## src/rtl/logic_gate_pipe_if.sv

```systemverilog
// Operand/result bundle for logic_gate_pipe: valid/ready input beat, valid/ready result beat, counter.
// master drives operands and out_ready; slave is the gate unit.
interface logic_gate_pipe_if #(
  parameter int WIDTH = 8,
  parameter int CNT_W = 16
);
  logic             in_valid;
  logic             in_ready;
  logic [2:0]       in_op;
  logic [WIDTH-1:0] in_a;
  logic [WIDTH-1:0] in_b;
  logic             out_valid;
  logic             out_ready;
  logic [WIDTH-1:0] out_data;
  logic             out_zero;
  logic             out_ones;
  logic [CNT_W-1:0] txn_count;

  modport master (
    output in_valid, in_op, in_a, in_b, out_ready,
    input  in_ready, out_valid, out_data, out_zero, out_ones, txn_count
  );

  modport slave (
    input  in_valid, in_op, in_a, in_b, out_ready,
    output in_ready, out_valid, out_data, out_zero, out_ones, txn_count
  );
endinterface

```

## src/rtl/logic_gate_pipe.sv

```systemverilog
// Two-stage bitwise gate unit (8 modes) with zero/ones flags; result 2 edges after accept, 1 beat/cycle.
// Back-pressure: out_ready low fills both stages, then in_ready drops (only out_ready -> in_ready is combinational).
module logic_gate_pipe #(
  parameter int WIDTH = 8,
  parameter int CNT_W = 16
) (
  input  logic               clk,
  input  logic               rst_n,
  logic_gate_pipe_if.slave   bus
);

  typedef struct packed {
    logic [2:0]       op;
    logic [WIDTH-1:0] a;
    logic [WIDTH-1:0] b;
  } s1_dat_t;

  logic             s1_valid_q, s1_valid_d;
  s1_dat_t          s1_dat_q, s1_dat_d;
  logic             out_valid_q, out_valid_d;
  logic [WIDTH-1:0] out_data_q, out_data_d;
  logic             out_zero_q, out_zero_d;
  logic             out_ones_q, out_ones_d;
  logic [CNT_W-1:0] txn_count_q, txn_count_d;

  logic             s2_adv;
  logic             s1_adv;
  logic [WIDTH-1:0] result;

  always_comb begin
    result = s1_dat_q.a;
    case (s1_dat_q.op)
      3'd0: result = ~s1_dat_q.a;
      3'd1: result = s1_dat_q.a & s1_dat_q.b;
      3'd2: result = s1_dat_q.a | s1_dat_q.b;
      3'd3: result = s1_dat_q.a ^ s1_dat_q.b;
      3'd4: result = ~(s1_dat_q.a & s1_dat_q.b);
      3'd5: result = ~(s1_dat_q.a | s1_dat_q.b);
      3'd6: result = ~(s1_dat_q.a ^ s1_dat_q.b);
      3'd7: result = s1_dat_q.a;
      default: result = s1_dat_q.a;
    endcase
  end

  always_comb begin
    s2_adv      = !out_valid_q || bus.out_ready;
    s1_adv      = !s1_valid_q || s2_adv;

    s1_valid_d  = s1_valid_q;
    s1_dat_d    = s1_dat_q;
    out_valid_d = out_valid_q;
    out_data_d  = out_data_q;
    out_zero_d  = out_zero_q;
    out_ones_d  = out_ones_q;
    txn_count_d = txn_count_q;

    if (s1_adv) begin
      s1_valid_d = bus.in_valid;
      if (bus.in_valid) begin
        s1_dat_d.op = bus.in_op;
        s1_dat_d.a  = bus.in_a;
        s1_dat_d.b  = bus.in_b;
      end
    end

    // Result and flags only change when a real beat moves into S2.
    if (s2_adv) begin
      out_valid_d = s1_valid_q;
      if (s1_valid_q) begin
        out_data_d = result;
        out_zero_d = (result == '0);
        out_ones_d = (result == '1);
      end
    end

    if (out_valid_q && bus.out_ready) begin
      txn_count_d = txn_count_q + CNT_W'(1);
    end
  end

  always_ff @(posedge clk or negedge rst_n) begin
    if (!rst_n) begin
      s1_valid_q  <= 1'b0;
      s1_dat_q    <= '0;
      out_valid_q <= 1'b0;
      out_data_q  <= '0;
      out_zero_q  <= 1'b0;
      out_ones_q  <= 1'b0;
      txn_count_q <= '0;
    end else begin
      s1_valid_q  <= s1_valid_d;
      s1_dat_q    <= s1_dat_d;
      out_valid_q <= out_valid_d;
      out_data_q  <= out_data_d;
      out_zero_q  <= out_zero_d;
      out_ones_q  <= out_ones_d;
      txn_count_q <= txn_count_d;
    end
  end

  assign bus.in_ready  = s1_adv;
  assign bus.out_valid = out_valid_q;
  assign bus.out_data  = out_data_q;
  assign bus.out_zero  = out_zero_q;
  assign bus.out_ones  = out_ones_q;
  assign bus.txn_count = txn_count_q;

endmodule

```

## src/flat_wrapper.sv

```systemverilog
// flat-port wrapper written by rule: the top's interface ports become plain ports
module logic_gate_pipe_flat 
#(
  parameter int WIDTH = 8,
  parameter int CNT_W = 16
)
  (clk, rst_n, bus_in_valid, bus_in_op, bus_in_a, bus_in_b, bus_out_ready, bus_in_ready, bus_out_valid, bus_out_data, bus_out_zero, bus_out_ones, bus_txn_count);
  logic_gate_pipe_if #(.WIDTH(WIDTH), .CNT_W(CNT_W)) bus_i ();
  input  logic clk;
  input  logic rst_n;
  input wire logic [$bits(bus_i.in_valid)-1:0] bus_in_valid;
  input wire logic [$bits(bus_i.in_op)-1:0] bus_in_op;
  input wire logic [$bits(bus_i.in_a)-1:0] bus_in_a;
  input wire logic [$bits(bus_i.in_b)-1:0] bus_in_b;
  input wire logic [$bits(bus_i.out_ready)-1:0] bus_out_ready;
  output wire logic [$bits(bus_i.in_ready)-1:0] bus_in_ready;
  output wire logic [$bits(bus_i.out_valid)-1:0] bus_out_valid;
  output wire logic [$bits(bus_i.out_data)-1:0] bus_out_data;
  output wire logic [$bits(bus_i.out_zero)-1:0] bus_out_zero;
  output wire logic [$bits(bus_i.out_ones)-1:0] bus_out_ones;
  output wire logic [$bits(bus_i.txn_count)-1:0] bus_txn_count;
  assign bus_i.in_valid = bus_in_valid;
  assign bus_i.in_op = bus_in_op;
  assign bus_i.in_a = bus_in_a;
  assign bus_i.in_b = bus_in_b;
  assign bus_i.out_ready = bus_out_ready;
  assign bus_in_ready = bus_i.in_ready;
  assign bus_out_valid = bus_i.out_valid;
  assign bus_out_data = bus_i.out_data;
  assign bus_out_zero = bus_i.out_zero;
  assign bus_out_ones = bus_i.out_ones;
  assign bus_txn_count = bus_i.txn_count;
  logic_gate_pipe #(.WIDTH(WIDTH), .CNT_W(CNT_W)) u_core (.clk(clk), .rst_n(rst_n), .bus(bus_i));
endmodule
```

## config.mk

```make
export PLATFORM = sky130hd
export DESIGN_NAME = logic_gate_pipe_flat
export DESIGN_NICKNAME = d
export VERILOG_FILES = /design/src/rtl/logic_gate_pipe_if.sv /design/src/rtl/logic_gate_pipe.sv /design/src/flat_wrapper.sv
export SDC_FILE = /design/constraint.sdc
export NUM_CORES = 1
export LEC_CHECK = 0
export BUFFER_PORTS_ARGS = -buffer_cell sky130_fd_sc_hd__buf_2
export CORE_MARGIN = 3
export CORE_UTILIZATION = 40
export DETAILED_ROUTE_END_ITERATION = 8
export MAX_ROUTING_LAYER = met4
export PLACE_DENSITY = 0.6
export SLEW_MARGIN = 10
export SYNTH_ARGS = -nofsm -noshare
export SYNTH_HDL_FRONTEND = slang
export SYNTH_SLANG_ARGS = --single-unit
```

## constraint.sdc

```tcl
create_clock -name clk -period 2.55 [get_ports clk]
set_clock_uncertainty 0.2 [all_clocks]
set_input_delay 0.51 -clock clk [delete_from_list [all_inputs] [get_ports clk]]
set_output_delay 0.51 -clock clk [all_outputs]
set_load 0.02 [all_outputs]
```

Word-level counts from Yosys, hierarchy flattened
Cells that the tools add are included.

Bitwise logic cells: 7. Multiplexer cells: 1. Eq/ne operators: 8. $add $sub $neg: 1. Reductions and logical operators: 9.

Operators by type and width (count): $pmux W8 S8 (1); $not A8 Y8 (4); $add A16 B1 Y16 const B (1); $eq A3 B3 Y1 const B (4); $and A8 B8 Y8 (1); $eq A8 B8 Y1 const B (1); $logic_not A8 Y1 (1); $or A8 B8 Y8 (1); $xor A8 B8 Y8 (1); $eq A3 B2 Y1 const B (2); $reduce_and A2 Y1 (2); $eq A3 B1 Y1 const B (1); $logic_not A3 Y1 (1); $logic_not A1 Y1 (2); $logic_or A1 B1 Y1 (2); $logic_and A1 B1 Y1 (1).

Word-level logic and storage cells: 35. Output and inout port bits: 28. Input port bits: 23. Register bits: 47.

Logic depth before layout (Yosys ltp)
Depth in word-level cells: 4. Depth in mapped cells: 8. Mapped depth without buffers: 8.

Worst setup path before layout
OpenSTA, ideal clock, no wires.

Kind: input -> register. Start point: input port bus_out_ready. End point: register u_core.s1_dat_q[10] (netlist bit). Arrival: 1.745 ns. Setup slack: 0.480 ns. Data required time: 2.225 ns. Stages: 4. Path through: nand3b_1 > nand2_1 > buf_2 > mux2_2.

Cells in the longest elaborated chain, start to end: 3.

Ends and longest elaborated chain: start, declared (RTL line flat_wrapper.sv:15) `input wire logic [$bits(bus_i.out_ready)-1:0] bus_out_ready;`; $logic_or A1 B1 Y1 (RTL line logic_gate_pipe.sv:46) `s2_adv = !out_valid_q || bus.out_ready;`; $logic_or A1 B1 Y1 (RTL line logic_gate_pipe.sv:47) `s1_adv = !s1_valid_q || s2_adv;`; $reduce_and A2 Y1 (no line); end signal, assigned (RTL line logic_gate_pipe.sv:92) `s1_dat_q <= s1_dat_d;`; end, declared (RTL line logic_gate_pipe.sv:19) `s1_dat_t s1_dat_q, s1_dat_d;`.

Every way passes these cells. A chain may end at the register's enable or synchronous reset.

Worst setup path in the final report
Start point: register u_core.s1_dat_q[17] (netlist bit). End point: register u_core.out_zero_q (netlist: u_core.bus.out_zero).

Cells in the longest elaborated chain, start to end: 3. Elaborated cells on any way between the ends: 10.

Ends and longest elaborated chain: $eq A3 B3 Y1, or another cell as far along (RTL line logic_gate_pipe.sv:32) `case (s1_dat_q.op)`; $pmux W8 S8 * (RTL line logic_gate_pipe.sv:32); $logic_not A8 Y1 * (RTL line logic_gate_pipe.sv:71) `out_zero_d = (result == '0);`; end signal, assigned (RTL line logic_gate_pipe.sv:95) `out_zero_q <= out_zero_d;`; end, declared (RTL line logic_gate_pipe.sv:22) `logic out_zero_q, out_zero_d;`.

Mark *: on every way between the ends. The rest lies on a longest branch, timed or not.

==> results.txt <==
status -> completed
Int Pwr -> 1.49 mW
synthesized instance count -> 260
initial antenna violation count -> 0
num rows -> 29
final hold violations -> 0
Clk pin slew, worst setup/hold paths -> 0.09 ns
EDFF count, synth -> 0
HPWL after detailed placement -> 4130 um
DR vias -> 2,081
design area -> 0.00313 mm2
Largest delay share family, worst path -> simple AND/OR/NAND/NOR gates
WL per Instance -> 14.3 um
Hold/Removal Path Class -> primary input to asynchronous set/reset pin
worst endpoint data arrival time -> 2.30 ns
PostCTS Resize Cnt -> 0
root buffer cell -> clkbuf_8
switching power -> 0.922 mW
Reg power frac -> 44.2%
fin crit share -> 88.3%
Post-CTS Hold Fix Bufs -> 0
Placer Congestion -> 0.802
clock group share of total power -> 18.4%
maximum vdd drop -> 460 uV
largest net degree at the start of global routing -> 48
Slowest cell on crit path -> dfrtp_1
Routed WL -> 5570 um
Synth Flop Type -> dfrtp_1
I/O pins -> 51
yosys warns -> 0
total core area -> 0.00646 mm2
synthesis-to-finish area growth -> 15.1%
Avg Inst Size Synth -> 10.4 um2
# fillers -> 624
Multi-input gate area -> 0.00139 mm2
Die Y -> 88.4 um
Gate power share -> 37.4%
die footprint -> 0.00782 mm2
die width -> 88.4 um
Mapped Nets -> 300
final setup fails -> 0
pins over their slew limit -> 0
CP Launch Type -> flop
Critical Setup Path Class -> flop to flop
sequential area share after synthesis -> 43.3%
pwr/cell area -> 771 mW/mm2
DR iter-0 viols -> 84
register area -> 0.00118 mm2
Final Non-Filler Cells -> 389
Worst Tran Pin Value -> 0.598 ns
CTS buffer count -> 5
dpl cell area -> 0.00304 mm2
Clock Sink Count -> 47
CP peak stage delay -> 0.58 ns
Inserted Diodes -> 0
CTS tree -> yes
top cell type's share of synthesized area -> 43.3%
H-tree depth -> 2
Cell variety after synth -> 49
Max-Cap Viols -> 0
largest buffer count on any clock path -> 2
insertion delay to the later sink of the worst-skew pair -> 0.30 ns
Initial Utilization -> 42.1%
worst rel slew slack -> 60.1%
#FFs+latches synth -> 47
Crit. End Element -> flop
layout cells sized above 1 -> 30.4%
1st-pass router iterations -> 6
GRT overflow -> 0
PortBufs -> 50
setup bufs post-CTS -> 0
worst-path fanout max -> 16
Mapped Area -> 0.00272 mm2
fmax -> 0.444 GHz
Sw Ratio -> 38.3%
WP buf/inv -> 1
Worst EP required -> 2.59 ns
Residual DRC -> 0
Synth area leader -> dfrtp_1
placed cell count -> 382
total negative slack -> 0 ns
Period minus WS final -> 2.25 ns
fin nets -> 352
global-route wire length before repair -> 9090 um
RSZ-0062 raised after global routing -> no
ANT nets after route -> 0
Synth async-reset ratio -> 100%
Via density -> 5.35
GRT Resource Usage Total -> 15.2%
LEAKAGE -> 1.51 nW
Synth area leaders -> dfrtp_1 43%, mux2_2 10%, ha_1 7.8%
vias in the first global route -> 2,060
CP cell instances -> buf_4, nor3_2, a22oi_1, nor4_1, a22o_1
## sequential cells by signal (all words and copies together) (netlist names)
register	flops
u_core.s1_valid_q	1
u_core.bus.out_zero	1
u_core.bus.out_valid	1
u_core.bus.out_ones	1
u_core.bus.txn_count	16
u_core.bus.out_data	8
u_core.s1_dat_q	19
## layer usage
layer  part of all wire (%)  track usage (%)  vias to the layer above
met5                      0                -                        -
met4                    1.8             4.95                        0
met3                    4.0             3.07                        8
met2                     47             25.3                       42
met1                     47             18.4                     1003
li1                       -                -                     1028
## worst reg2reg max path: cells and delay by family, from the launching register on
kind	cells	cell delay [ns]
compound gates	2	0.43
buf+inv	1	0.28
flops	1	0.58
simple gates	2	0.72
## cells in the mapped netlist (all sizes together), types with 4 or more instances
master,number
mux2,27
mux2i,6
dfrtp,47
o211ai,8
a21oi,7
nor2,9
xor2,5
nand2,23
buf,10
inv,22
o21ai,9
xnor2,10
nand2b,4
nand4,8
ha,17
nand3,7
## power by group through the flow
stage | sequential [mW] | combinational, mW | clock [mW]
after floorplan | 1.17 | 0.543 | 0
after global placement | 1.08 | 0.898 | 0
after detailed placement | 1.08 | 0.910 | 0
after CTS | 1.07 | 0.914 | 0.458
after global routing | 1.09 | 1.00 | 0.487
final | 1.06 | 0.902 | 0.442
## cells by family after synthesis
| group | after synthesis | share of synthesized area (%) |
|---|---|---|
| adder cells (fa/ha/maj) | 17 | 7.83 |
| buffers and inverters | 34 | 5.67 |
| multiplexers | 33 | 13.4 |
| AND/OR/NAND/NOR | 65 | 11.9 |
| AO/OA/AOI/OAI | 49 | 13.0 |
| XOR/XNOR | 15 | 4.84 |
| flip-flops | 47 | 43.3 |
## metrics by stage
| step | hold slack [ns] | util (%) | total power [mW] | worst slack [ns] |
|---|---|---|---|---|
| after detailed placement | 0.274 | 47.1 | 1.99 | 0.296 |
| after global routing | 0.145 | 48.4 | 2.58 | 0.155 |
| final | 0.0798 | 48.4 | 2.41 | 0.298 |
| after global placement | 0.271 | 47.1 | 1.97 | 0.371 |
| after CTS | 0.121 | 48.4 | 2.44 | 0.282 |
| after floorplan | 0.0144 | - | 1.71 | 0.480 |
## cells in the final DEF (no fill, tap or decap), drive strengths merged, types with 2 or more instances in the layout
cell type | synthesis | final
a211oi | 3 | 3
nor2 | 9 | 9
o211ai | 8 | 8
nand4 | 8 | 8
nand2 | 23 | 23
inv | 22 | 22
a21oi | 7 | 7
o22a | 2 | 2
mux2 | 27 | 27
clkbuf | 2 | 5
a2bb2oi | 3 | 3
o2111ai | 2 | 2
nor3 | 3 | 3
ha | 17 | 17
clkinv | 0 | 2
xnor2 | 10 | 10
nand3 | 7 | 7
xor2 | 5 | 5
o21ai | 9 | 9
nand2b | 4 | 4
nor4 | 2 | 2
o22ai | 3 | 3
buf | 10 | 57
nand3b | 2 | 2
and3 | 3 | 3
mux2i | 6 | 6
dfrtp | 47 | 47
## cell type report
class / count / share of cell area, %
clock buffers: 5 / 2.20
flip-flops and latches: 47 / 37.6
repair buffers: 57 / 9.68
inverters: 22 / 2.64
well taps: 77 / 3.08
clock inverters: 2 / 0.440
multi-input cells: 179 / 44.3
## worst paths after layout
check                                                startpoint                                   end  slack (ns)  cells past startpoint
hold reg to reg            u_core.bus.txn_count[15]$_DFFE_PN0P_  u_core.bus.txn_count[15]$_DFFE_PN0P_        0.28                      1
min in group clk                                   bus_in_valid         u_core.s1_valid_q$_DFFE_PN0N_        0.22                      2
max in group asynchronous                                 rst_n        u_core.s1_dat_q[6]$_DFFE_PN0P_        1.65                      2
hold / removal                                            rst_n        u_core.s1_dat_q[4]$_DFFE_PN0P_        0.08                      2
setup / recovery                u_core.s1_dat_q[17]$_DFFE_PN0P_       u_core.bus.out_zero$_DFFE_PN0P_        0.30                      5
setup reg to reg                u_core.s1_dat_q[17]$_DFFE_PN0P_       u_core.bus.out_zero$_DFFE_PN0P_        0.30                      5
Power figures use the tool's default switching activity.
